`config.mk`:
```
export PLATFORM = sky130hd
export DESIGN_NAME = imem_uart_loader
export DESIGN_NICKNAME = d
export VERILOG_FILES = /design/src/rtl/imem_uart_loader_pkg.sv /design/src/rtl/imem_uart_loader_timeout.sv /design/src/rtl/imem_uart_loader.sv
export SDC_FILE = /design/constraint.sdc
export NUM_CORES = 1
export LEC_CHECK = 0
export CAP_MARGIN = 20
export CORE_UTILIZATION = 62
export DETAILED_ROUTE_END_ITERATION = 16
export DONT_BUFFER_PORTS = 1
export PLACE_DENSITY_LB_ADDON = 0.08
export SLEW_MARGIN = 5
export SYNTH_ARGS = -nofsm -noshare
export SYNTH_HDL_FRONTEND = slang
export SYNTH_HIERARCHICAL = 1
export SYNTH_SLANG_ARGS = --single-unit
```
`constraint.sdc`:
```
create_clock -name clk -period 3.8 [get_ports clk]
set_input_delay 0.38 -clock clk [delete_from_list [all_inputs] [get_ports clk]]
set_output_delay 0.38 -clock clk [all_outputs]
set_load 0.02 [all_outputs]
```
`src/rtl/imem_uart_loader_pkg.sv`:
```
// Shared definitions for the instruction-memory UART boot loader:
// FSM state encodings, frame field widths and the default sync marker.
package imem_uart_loader_pkg;

  typedef enum logic [2:0] {
    ST_IDLE   = 3'd0,
    ST_SYNC   = 3'd1,
    ST_LEN_HI = 3'd2,
    ST_LEN_LO = 3'd3,
    ST_DATA   = 3'd4,
    ST_CSUM   = 3'd5,
    ST_DONE   = 3'd6,
    ST_ERROR  = 3'd7
  } state_t;

  localparam logic [7:0] SYNC_BYTE_DEF = 8'hA5;

  localparam int BYTE_W = 8;   // one UART byte
  localparam int LEN_W  = 16;  // word count field (LEN_HI:LEN_LO)
  localparam int WORD_W = 32;  // instruction word
  localparam int ADDR_W = 32;  // byte address into instruction RAM

  // States in which a stalled byte stream is treated as a broken frame.
  function automatic logic is_timed(input state_t s);
    return (s == ST_LEN_HI) || (s == ST_LEN_LO) || (s == ST_DATA) || (s == ST_CSUM);
  endfunction

endpackage

```
`src/rtl/imem_uart_loader_timeout.sv`:
```
// Inter-byte watchdog: counts idle cycles while enabled, restarts on clear,
// and flags expiry on the cycle the count would reach TIMEOUT_CYC.
module imem_uart_loader_timeout #(
  parameter int TIMEOUT_CYC = 1000000
) (
  input  logic clk,
  input  logic reset,
  input  logic i_clear,
  input  logic i_enable,
  output logic o_expired
);

  localparam int CNT_W = $clog2(TIMEOUT_CYC + 1);
  localparam logic [CNT_W-1:0] LAST_CNT = CNT_W'(TIMEOUT_CYC - 1);

  logic [CNT_W-1:0] r_cnt;
  logic             w_at_last;

  assign w_at_last = (r_cnt == LAST_CNT);
  // The count saturates at LAST_CNT; expiry is suppressed on a clearing cycle
  // so a byte arriving exactly at the limit still counts as on time.
  assign o_expired = i_enable && !i_clear && w_at_last;

  // Idle-cycle counter, cleared by reset, by any byte, or while not supervising.
  always_ff @(posedge clk) begin
    if (reset || i_clear) begin
      r_cnt <= '0;
    end else if (i_enable && !w_at_last) begin
      r_cnt <= r_cnt + CNT_W'(1);
    end
  end

endmodule

```
`src/rtl/imem_uart_loader.sv`:
```
// Boot controller: holds the CPU in reset, parses a framed program image from
// the UART byte stream, writes it word by word into instruction RAM, verifies
// the XOR checksum and then releases the CPU to run from address 0.
module imem_uart_loader
  import imem_uart_loader_pkg::*;
#(
  parameter int                DEPTH       = 256,
  parameter int                TIMEOUT_CYC = 1000000,
  parameter logic [BYTE_W-1:0] SYNC_BYTE   = SYNC_BYTE_DEF
) (
  input  logic              clk,
  input  logic              reset,
  input  logic              boot_req,
  input  logic [BYTE_W-1:0] rx_data,
  input  logic              rx_valid,
  output logic              imem_we,
  output logic [ADDR_W-1:0] imem_addr,
  output logic [WORD_W-1:0] imem_wdata,
  output logic              cpu_reset,
  output logic              load_done,
  output logic              load_error,
  output logic [LEN_W-1:0]  words_rx
);

  state_t              r_state,      w_state_next;
  logic [BYTE_W-1:0]   r_len_hi,     w_len_hi_next;
  logic [LEN_W-1:0]    r_len,        w_len_next;
  logic [WORD_W-1:0]   r_word,       w_word_next;
  logic [1:0]          r_byte_cnt,   w_byte_cnt_next;
  logic [BYTE_W-1:0]   r_csum,       w_csum_next;
  logic                r_we,         w_we_next;
  logic [ADDR_W-1:0]   r_addr,       w_addr_next;
  logic [WORD_W-1:0]   r_wdata,      w_wdata_next;
  logic                r_cpu_reset,  w_cpu_reset_next;
  logic                r_done,       w_done_next;
  logic                r_error,      w_error_next;
  logic [LEN_W-1:0]    r_words,      w_words_next;

  logic                w_timed;
  logic                w_expired;
  logic [LEN_W-1:0]    w_len_rx;
  logic [WORD_W-1:0]   w_word_shift;

  assign w_timed      = is_timed(r_state);
  assign w_len_rx     = {r_len_hi, rx_data};
  assign w_word_shift = {r_word[WORD_W-BYTE_W-1:0], rx_data};

  imem_uart_loader_timeout #(
    .TIMEOUT_CYC (TIMEOUT_CYC)
  ) u_timeout (
    .clk       (clk),
    .reset     (reset),
    .i_clear   (rx_valid || boot_req || !w_timed),
    .i_enable  (w_timed),
    .o_expired (w_expired)
  );

  // Next-state, datapath and output decisions; boot_req overrides everything,
  // including a byte strobed in the same cycle.
  always_comb begin
    w_state_next     = r_state;
    w_len_hi_next    = r_len_hi;
    w_len_next       = r_len;
    w_word_next      = r_word;
    w_byte_cnt_next  = r_byte_cnt;
    w_csum_next      = r_csum;
    w_we_next        = 1'b0;
    w_addr_next      = r_addr;
    w_wdata_next     = r_wdata;
    w_cpu_reset_next = r_cpu_reset;
    w_done_next      = r_done;
    w_error_next     = r_error;
    w_words_next     = r_words;

    if (boot_req) begin
      w_state_next     = ST_SYNC;
      w_cpu_reset_next = 1'b1;
      w_done_next      = 1'b0;
      w_error_next     = 1'b0;
      w_words_next     = '0;
      w_byte_cnt_next  = '0;
      w_csum_next      = '0;
      w_word_next      = '0;
    end else begin
      case (r_state)
        ST_IDLE: begin
        end
        ST_SYNC: begin
          if (rx_valid && (rx_data == SYNC_BYTE)) begin
            w_state_next = ST_LEN_HI;
          end
        end
        ST_LEN_HI: begin
          if (rx_valid) begin
            w_len_hi_next = rx_data;
            w_state_next  = ST_LEN_LO;
          end
        end
        ST_LEN_LO: begin
          if (rx_valid) begin
            w_len_next = w_len_rx;
            if (w_len_rx > LEN_W'(DEPTH)) begin
              w_state_next = ST_ERROR;
              w_error_next = 1'b1;
            end else if (w_len_rx == '0) begin
              // Empty image: the checksum of zero bytes is 8'h00, already held.
              w_state_next = ST_CSUM;
            end else begin
              w_state_next = ST_DATA;
            end
          end
        end
        ST_DATA: begin
          if (rx_valid) begin
            w_word_next     = w_word_shift;
            w_csum_next     = r_csum ^ rx_data;
            w_byte_cnt_next = r_byte_cnt + 2'd1;
            if (r_byte_cnt == 2'd3) begin
              w_we_next    = 1'b1;
              w_addr_next  = {{(ADDR_W-LEN_W-2){1'b0}}, r_words, 2'b00};
              w_wdata_next = w_word_shift;
              w_words_next = r_words + LEN_W'(1);
              if (r_words == (r_len - LEN_W'(1))) begin
                w_state_next = ST_CSUM;
              end
            end
          end
        end
        ST_CSUM: begin
          if (rx_valid) begin
            if (rx_data == r_csum) begin
              w_state_next = ST_DONE;
              w_done_next  = 1'b1;
            end else begin
              w_state_next = ST_ERROR;
              w_error_next = 1'b1;
            end
          end
        end
        ST_DONE: begin
          // Release the core one cycle after the image is verified.
          w_cpu_reset_next = 1'b0;
        end
        ST_ERROR: begin
        end
        default: begin
          w_state_next = ST_IDLE;
        end
      endcase

      // Expiry only fires in supervised states on a cycle without a byte.
      if (w_expired) begin
        w_state_next = ST_ERROR;
        w_error_next = 1'b1;
      end
    end
  end

  // State and datapath registers; reset lets the CPU run whatever is resident.
  always_ff @(posedge clk) begin
    if (reset) begin
      r_state     <= ST_IDLE;
      r_len_hi    <= '0;
      r_len       <= '0;
      r_word      <= '0;
      r_byte_cnt  <= '0;
      r_csum      <= '0;
      r_we        <= 1'b0;
      r_addr      <= '0;
      r_wdata     <= '0;
      r_cpu_reset <= 1'b0;
      r_done      <= 1'b0;
      r_error     <= 1'b0;
      r_words     <= '0;
    end else begin
      r_state     <= w_state_next;
      r_len_hi    <= w_len_hi_next;
      r_len       <= w_len_next;
      r_word      <= w_word_next;
      r_byte_cnt  <= w_byte_cnt_next;
      r_csum      <= w_csum_next;
      r_we        <= w_we_next;
      r_addr      <= w_addr_next;
      r_wdata     <= w_wdata_next;
      r_cpu_reset <= w_cpu_reset_next;
      r_done      <= w_done_next;
      r_error     <= w_error_next;
      r_words     <= w_words_next;
    end
  end

  assign imem_we    = r_we;
  assign imem_addr  = r_addr;
  assign imem_wdata = r_wdata;
  assign cpu_reset  = r_cpu_reset;
  assign load_done  = r_done;
  assign load_error = r_error;
  assign words_rx   = r_words;

endmodule

```
# After elaboration in Yosys (flattened, before gate mapping)
# Cells that the tools add are included.
[classes]
add_sub_neg = 4
n_lt_le_gt_ge = 1
n_eq_ne = 27
muxes = 22
bitwise = 4
n_reduce_logical = 29
[op_table]
columns = ["operator", "count"]
rows = [
  ["3-bit two-way mux", 8],
  ["20-bit by 1-bit adder with 20-bit output, second input constant", 1],
  ["20-bit == test, second input constant", 1],
  ["4-bit by 3-bit != test with 1-bit output, second input constant", 5],
  ["3-bit by 2-bit != test with 1-bit output, second input constant", 6],
  ["16-bit by 1-bit adder with 16-bit output, second input constant", 1],
  ["16-bit == test", 1],
  ["16-bit by 9-bit greater-than comparator with 1-bit output, second input constant", 1],
  ["16-bit logical NOT", 1],
  ["8-bit AND reduction", 2],
  ["16-bit by 1-bit subtractor with 16-bit output, second input constant", 1],
  ["3-bit one-hot mux with 5 select lines", 1],
  ["3-bit AND reduction", 4],
  ["1-bit two-way mux", 11],
  ["3-bit == test, second input constant", 3],
  ["3-bit by 1-bit != test with 1-bit output, second input constant", 3],
  ["8-bit == test", 1],
  ["8-bit == test, second input constant", 1],
  ["4-bit by 2-bit != test with 1-bit output, second input constant", 2],
  ["8-bit bitwise XOR", 1],
  ["7-bit nonzero test", 1],
  ["3-bit by 2-bit == test with 1-bit output, second input constant", 2],
  ["1-bit logical OR", 6],
  ["6-bit nonzero test", 1],
  ["other kinds (15)", 22],
]
[word_totals]
word_cells = 102
inputBits = 12
output_inout_bits = 84
reg_bits = 149

# Longest topological paths before layout
[depth]
ltp_word = 11
ltp_mapped = 12

# Hierarchy
# Netlist, hierarchy kept.
[by_module_without_submodules]
columns = ["mod", "area_per_inst_um2", "cells_per_inst", "seq_area_each_um2", "instances"]
rows = [
  ["imem_uart_loader", 5666.7, 716, 2582.5, 1],
  ["imem_uart_loader_timeout", 1118.6, 131, 400.4, 1],
]

# Worst setup path before layout
# No wires, ideal clock.
[synth_timing]
kind = "register to register"
from = "register r_words[2] (netlist: words_rx[2])"
to = "register r_state[0]"
period_less_slack_ps = 2643
arrival_time_ps = 2516
stages_incl_launch_ff = 9
setup_slack_ps = 1157
required_ps = 3673
cell_sequence = "dfxtp_1 clkbuf_1 nand4bb_1 a211oi_1 nand3_1 or4_1 or4_4 o21ai_1 or3b_1"
[synth_between]
elab_chain_cells = 3
[synth_lines]
columns = ["element", "line", "source"]
rows = [
  ["start, declared", "imem_uart_loader.sv:37", "logic [LEN_W-1:0] r_words, w_words_next;"],
  ["start signal, assigned", "imem_uart_loader.sv:188", "r_words <= w_words_next;"],
  ["16-bit == test", "imem_uart_loader.sv:123", "if (r_words == (r_len - LEN_W'(1))) begin"],
  ["4-bit by 2-bit != test with 1-bit output (no source line)", "--", ""],
  ["8-bit AND reduction (no source line)", "--", ""],
  ["end signal, assigned", "imem_uart_loader.sv:176", "r_state <= w_state_next;"],
  ["end, declared", "imem_uart_loader.sv:25", "state_t r_state, w_state_next;"],
]
# Every way passes these cells.
# A chain may end at the register's enable or synchronous reset.

# Worst setup path in the final report
[layout_timing]
from = "register r_state[1]"
to = "register r_state[0]"
[layout_between]
elab_chain_cells = 11
word_cells_on_any_way = 25
classes_between = "eq/ne (12); mux (3); reduce/logical (10)"
[layout_lines]
columns = ["element", "line", "source"]
rows = [
  ["3-bit by 2-bit == test with 1-bit output", "imem_uart_loader_pkg.sv:25", "return (s == ST_LEN_HI) || (s == ST_LEN_LO) || (s == ST_DATA) || (s == ST_CSUM);"],
  ["1-bit logical OR (2 in a row)", "imem_uart_loader_pkg.sv:25", ""],
  ["1-bit logical OR *", "imem_uart_loader_pkg.sv:25", ""],
  ["net w_timed", "imem_uart_loader.sv:39", "logic w_timed;"],
  ["1-bit logical NOT", "imem_uart_loader.sv:53", ".i_clear (rx_valid || boot_req || !w_timed),"],
  ["1-bit logical OR", "imem_uart_loader.sv:53", ""],
  ["1-bit logical NOT", "imem_uart_loader_timeout.sv:22", "assign o_expired = i_enable && !i_clear && w_at_last;"],
  ["1-bit logical AND * (2 in a row)", "imem_uart_loader_timeout.sv:22", ""],
  ["net w_expired", "imem_uart_loader.sv:40", "logic w_expired;"],
  ["4-bit by 3-bit != test with 1-bit output (no source line), or another cell as far along", "--", ""],
  ["8-bit AND reduction (no source line) / 1-bit two-way mux (equally long branches)", "--", ""],
]
# Mark *: on every way through the listed nets, which the timed path passes. The rest lies on a longest branch.

==> impl_metrics.toml <==
[worst_setup_path]
r2r-start = "r_state[1]"
r2r.worst_path.cells = 10
arrival_ps = 3450
crit_end_element = "register"
ff2ff_setup_slack_ps = 770
r2r-end = "r_state[0]"
critPathKind = "reg2reg"
cp.required_ps = 4220
critical_path_fanouts_max = 15
critical_path.startpoint_type = "register"

[power]
power.share.combinational = 0.101
power.net_switching_uw = 950
power.share.sequential = 0.449
internal_power_uw = 2670
peakVddDrop_v = 0.000496
power.share.switching = 0.262
power_leakage_uw = 0.00252
power.density_cell_area_mw_per_mm2 = 485
pwr-share-clk = 0.450

[route]
final_ant_viol_nets = 0
via_count = 5826
first_pass_iters = 7
initialDrtViolationCount = 398
route.detailed.vias_per_inst = 5.94
finalWirelength_um = 16100
route.detailed.wl_per_inst_um = 16.4
drc_errors = 0

[grt]
global_route.peak_usage_layer = "met2"
maximum_number_of_pins_on_one_net_before_global_route_repair = 76
gr-usage-all-layers = 0.298
grt.met3_usage = 0.0821
global_route_wire_length_before_repair_um = 26600
first_global_vias = 5507
met1_usage = 0.368
met2_usage = 0.490
grt-ovfl-total = 0
antenna_found_initial = 0

[clock_network]
clkTransAtPathRegs_ps = 60
hold_buf_count_cts = 13
clock_sink_count = 149
cts_inserted_buffers = 17
cts_repair_resize_count = 0
cts_htree_levels = 4
cts_max_path_buffers = 2
clockRootBuffer = "sky130_fd_sc_hd__clkbuf_8"
postCtsSetupRepairBufs = 0
cts_tree = "built"
worstSkewPairLatency_ps = 540

[synth]
post_synth_num_cell_types = 68
synth_area_mm2 = 0.00679
synth-edff-count = 0
synth_area_per_cell_um2 = 8.01
synthArstFlopShare = 0
number_of_instances_in_the_synthesized_netlist = 847
postSynth.topFlopCell = "sky130_fd_sc_hd__dfxtp_1"
synth-warning-count = 6
yosys_register_bits = 149
synth.yosys.seq_area_share = 0.440

[layout]
finalInstanceArea_mm2 = 0.00748
n_antenna_cell = 0
ratio_of_cells_with_drive_above_1_in_the_final_layout = 0.0698
nNetsFinal = 850
area_delta_synth_final_pct = 10.2

[floorplan]
initial_core_utilization = 0.649
core_area_mm2 = 0.0105
core.rowCount = 37
die-width_um = 107
io_pins = 96
floorplan.die_area_mm2 = 0.0114
die_h_um = 107

[timing]
timing.final.max_slew_violations = 0
rsz_0062_raised_after_global_routing = "false"
fmaxAchievable_mhz = 330
worst_slew_pin_slew_ps = 986
final_period_minus_worst_setup_slack_ps = 3030
layout_worst_path_cycle_share = 0.798
timing_hold_violations_final = 0
setup_viol_count_final = 0
setup_total_negative_slack_ps = 0
maxSlewHeadroom = 0.341
final.setup_skew_ps = 6.63

[placed_design]
detailed_place.area_mm2 = 0.00675
detailedPlacementHpwl_um = 10900
globalplace.congestion = 0.892
place.port_buffers = 0

[outcome]
run_status = "finished clean"

[run]
max_cap_violations = 0

[min_path]
holdCritStartpoint = "reset"
worstHoldPathCells = 2
holdPathEnd = "u_timeout/r_cnt[0]"
hold_class = "in2reg"
## cell families after synthesis
family | count (synthesis) | synth area share
adders and majority gates | 6 | 0.0111
DFF | 149 | 0.440
other | 1 | 0.000553
and+or+nand+nor | 379 | 0.266
AOI/OAI and AO/OA | 164 | 0.138
muxes | 15 | 0.0223
xor gates and xnor gates | 50 | 0.0645
buffers and inverters | 83 | 0.0575
## metrics by stage
step	total power [µW]	instances	worst slack, ps	hold slack (ps)	util
6_report	3620	981	769	24.0	0.715
5_1_grt	3750	981	570	16.0	0.715
4_1_cts	3640	981	836	0.136	0.715
3_5_place_dp	1990	936	870	438	0.645
3_3_place_gp	1980	936	1040	441	0.645
2_1_floorplan	1950	862	1160	432	-
## synthesized netlist by cell type, drive strengths merged, types with 2 or more instances
cell | count | share of area
nand4b | 3 | 0.0039
o31ai | 5 | 0.0055
nand2 | 207 | 0.11
xor2 | 22 | 0.028
nand4 | 16 | 0.016
nor2b | 3 | 0.0028
a31oi | 2 | 0.0018
a41oi | 2 | 0.0026
and3 | 3 | 0.0030
a2111o | 3 | 0.0050
xnor2 | 28 | 0.036
nor2 | 55 | 0.030
a211oi | 5 | 0.0063
and4 | 7 | 0.0092
nor3 | 8 | 0.0059
dfxtp | 149 | 0.44
a21oi | 115 | 0.085
o21ai | 16 | 0.012
mux2i | 14 | 0.021
or4bb | 2 | 0.0033
a311oi | 2 | 0.0026
or2 | 7 | 0.0065
o21a | 2 | 0.0022
o22ai | 2 | 0.0018
nor4 | 9 | 0.013
nand3b | 2 | 0.0022
clkbuf | 44 | 0.025
and2 | 5 | 0.0046
or3b | 2 | 0.0026
buf | 24 | 0.025
nand3 | 18 | 0.013
ha | 6 | 0.011
inv | 15 | 0.0083
and4b | 2 | 0.0030
nor3b | 2 | 0.0022
or3 | 14 | 0.013
or4 | 8 | 0.010
nand2b | 2 | 0.0018
## layout by cell type, fill, tap and decap left out, types with 3 or more instances in the layout
master / instances
sky130_fd_sc_hd__clkinvlp_4: 3
sky130_fd_sc_hd__conb_1: 16
sky130_fd_sc_hd__dfxtp_1: 149
sky130_fd_sc_hd__o21ai_1: 4
sky130_fd_sc_hd__inv_1: 15
sky130_fd_sc_hd__inv_6: 5
sky130_fd_sc_hd__clkbuf_8: 5
sky130_fd_sc_hd__o31ai_1: 5
sky130_fd_sc_hd__or2_2: 6
sky130_fd_sc_hd__a211oi_1: 4
sky130_fd_sc_hd__xor2_1: 22
sky130_fd_sc_hd__nand4_1: 15
sky130_fd_sc_hd__nor4_1: 7
sky130_fd_sc_hd__o21ai_0: 12
sky130_fd_sc_hd__dlygate4sd3_1: 12
sky130_fd_sc_hd__a21oi_1: 114
sky130_fd_sc_hd__mux2i_1: 14
sky130_fd_sc_hd__nor3_1: 8
sky130_fd_sc_hd__and2_1: 5
sky130_fd_sc_hd__nand4b_1: 3
sky130_fd_sc_hd__nand2_1: 207
sky130_fd_sc_hd__clkbuf_16: 16
sky130_fd_sc_hd__nor2b_1: 3
sky130_fd_sc_hd__buf_4: 6
sky130_fd_sc_hd__or4_1: 6
sky130_fd_sc_hd__ha_1: 6
sky130_fd_sc_hd__or3_1: 14
sky130_fd_sc_hd__nand3_1: 18
sky130_fd_sc_hd__and4_1: 6
sky130_fd_sc_hd__a2111o_1: 3
sky130_fd_sc_hd__xnor2_1: 28
sky130_fd_sc_hd__nor2_1: 54
## state kept, by name, summed over array words and instances (netlist names)
signal	cells
imem_addr	16
r_len_hi	8
r_csum	8
r_byte_cnt	2
imem_we	1
load_error	1
r_len	16
r_word	24
imem_wdata	32
u_timeout/r_cnt	20
r_state	3
words_rx	16
cpu_reset	1
load_done	1
## cell type report
| class | count | area, µm² |
|---|---|---|
| fill | 839 | 2990 |
| inverter | 15 | 56.3 |
| sequential | 149 | 2980 |
| tap | 136 | 170 |
| clock inverter | 11 | 114 |
| multi-input combinational | 630 | 3490 |
| timing repair buffer | 19 | 193 |
| clock buffer | 21 | 469 |
## power groups by stage
stage	sequential (µW)	combinational, µW	clock (µW)
3_5_place_dp	1660	331	0
4_1_cts	1620	363	1660
3_3_place_gp	1660	319	0
2_1_floorplan	1630	317	0
6_report	1630	367	1630
5_1_grt	1630	401	1720
## worst max path at each step
stage	startpoint	to	slack, ps	depth (start not counted)
after floorplan	words_rx[2]	r_state[0]	1160	8
after global placement	r_state[1]	r_state[0]	1040	10
after detailed placement	r_state[1]	r_state[0]	870	10
after CTS	r_state[1]	r_state[0]	840	10
after global routing	r_state[1]	r_state[0]	570	10
final	r_state[1]	r_state[0]	770	10
## critical path, stage by stage (launching register included)
cell and delay, ps:
sky130_fd_sc_hd__dfxtp_1 620, sky130_fd_sc_hd__inv_1 200, sky130_fd_sc_hd__ha_1 370, sky130_fd_sc_hd__inv_1 240
sky130_fd_sc_hd__nand3_1 220, sky130_fd_sc_hd__nor3b_1 70, sky130_fd_sc_hd__buf_4 160, sky130_fd_sc_hd__a211o_1 220
sky130_fd_sc_hd__a311oi_1 330, sky130_fd_sc_hd__nor4b_1 90, sky130_fd_sc_hd__or3b_1 380
## routing by layer
metal | vias to the layer above | part of all wire
li1 | 2831 | -
met1 | 2775 | 0.43
met2 | 190 | 0.49
met3 | 30 | 0.060
met4 | 0 | 0.025
met5 | - | 0
Note: power is estimated with default switching activity, not from simulation.
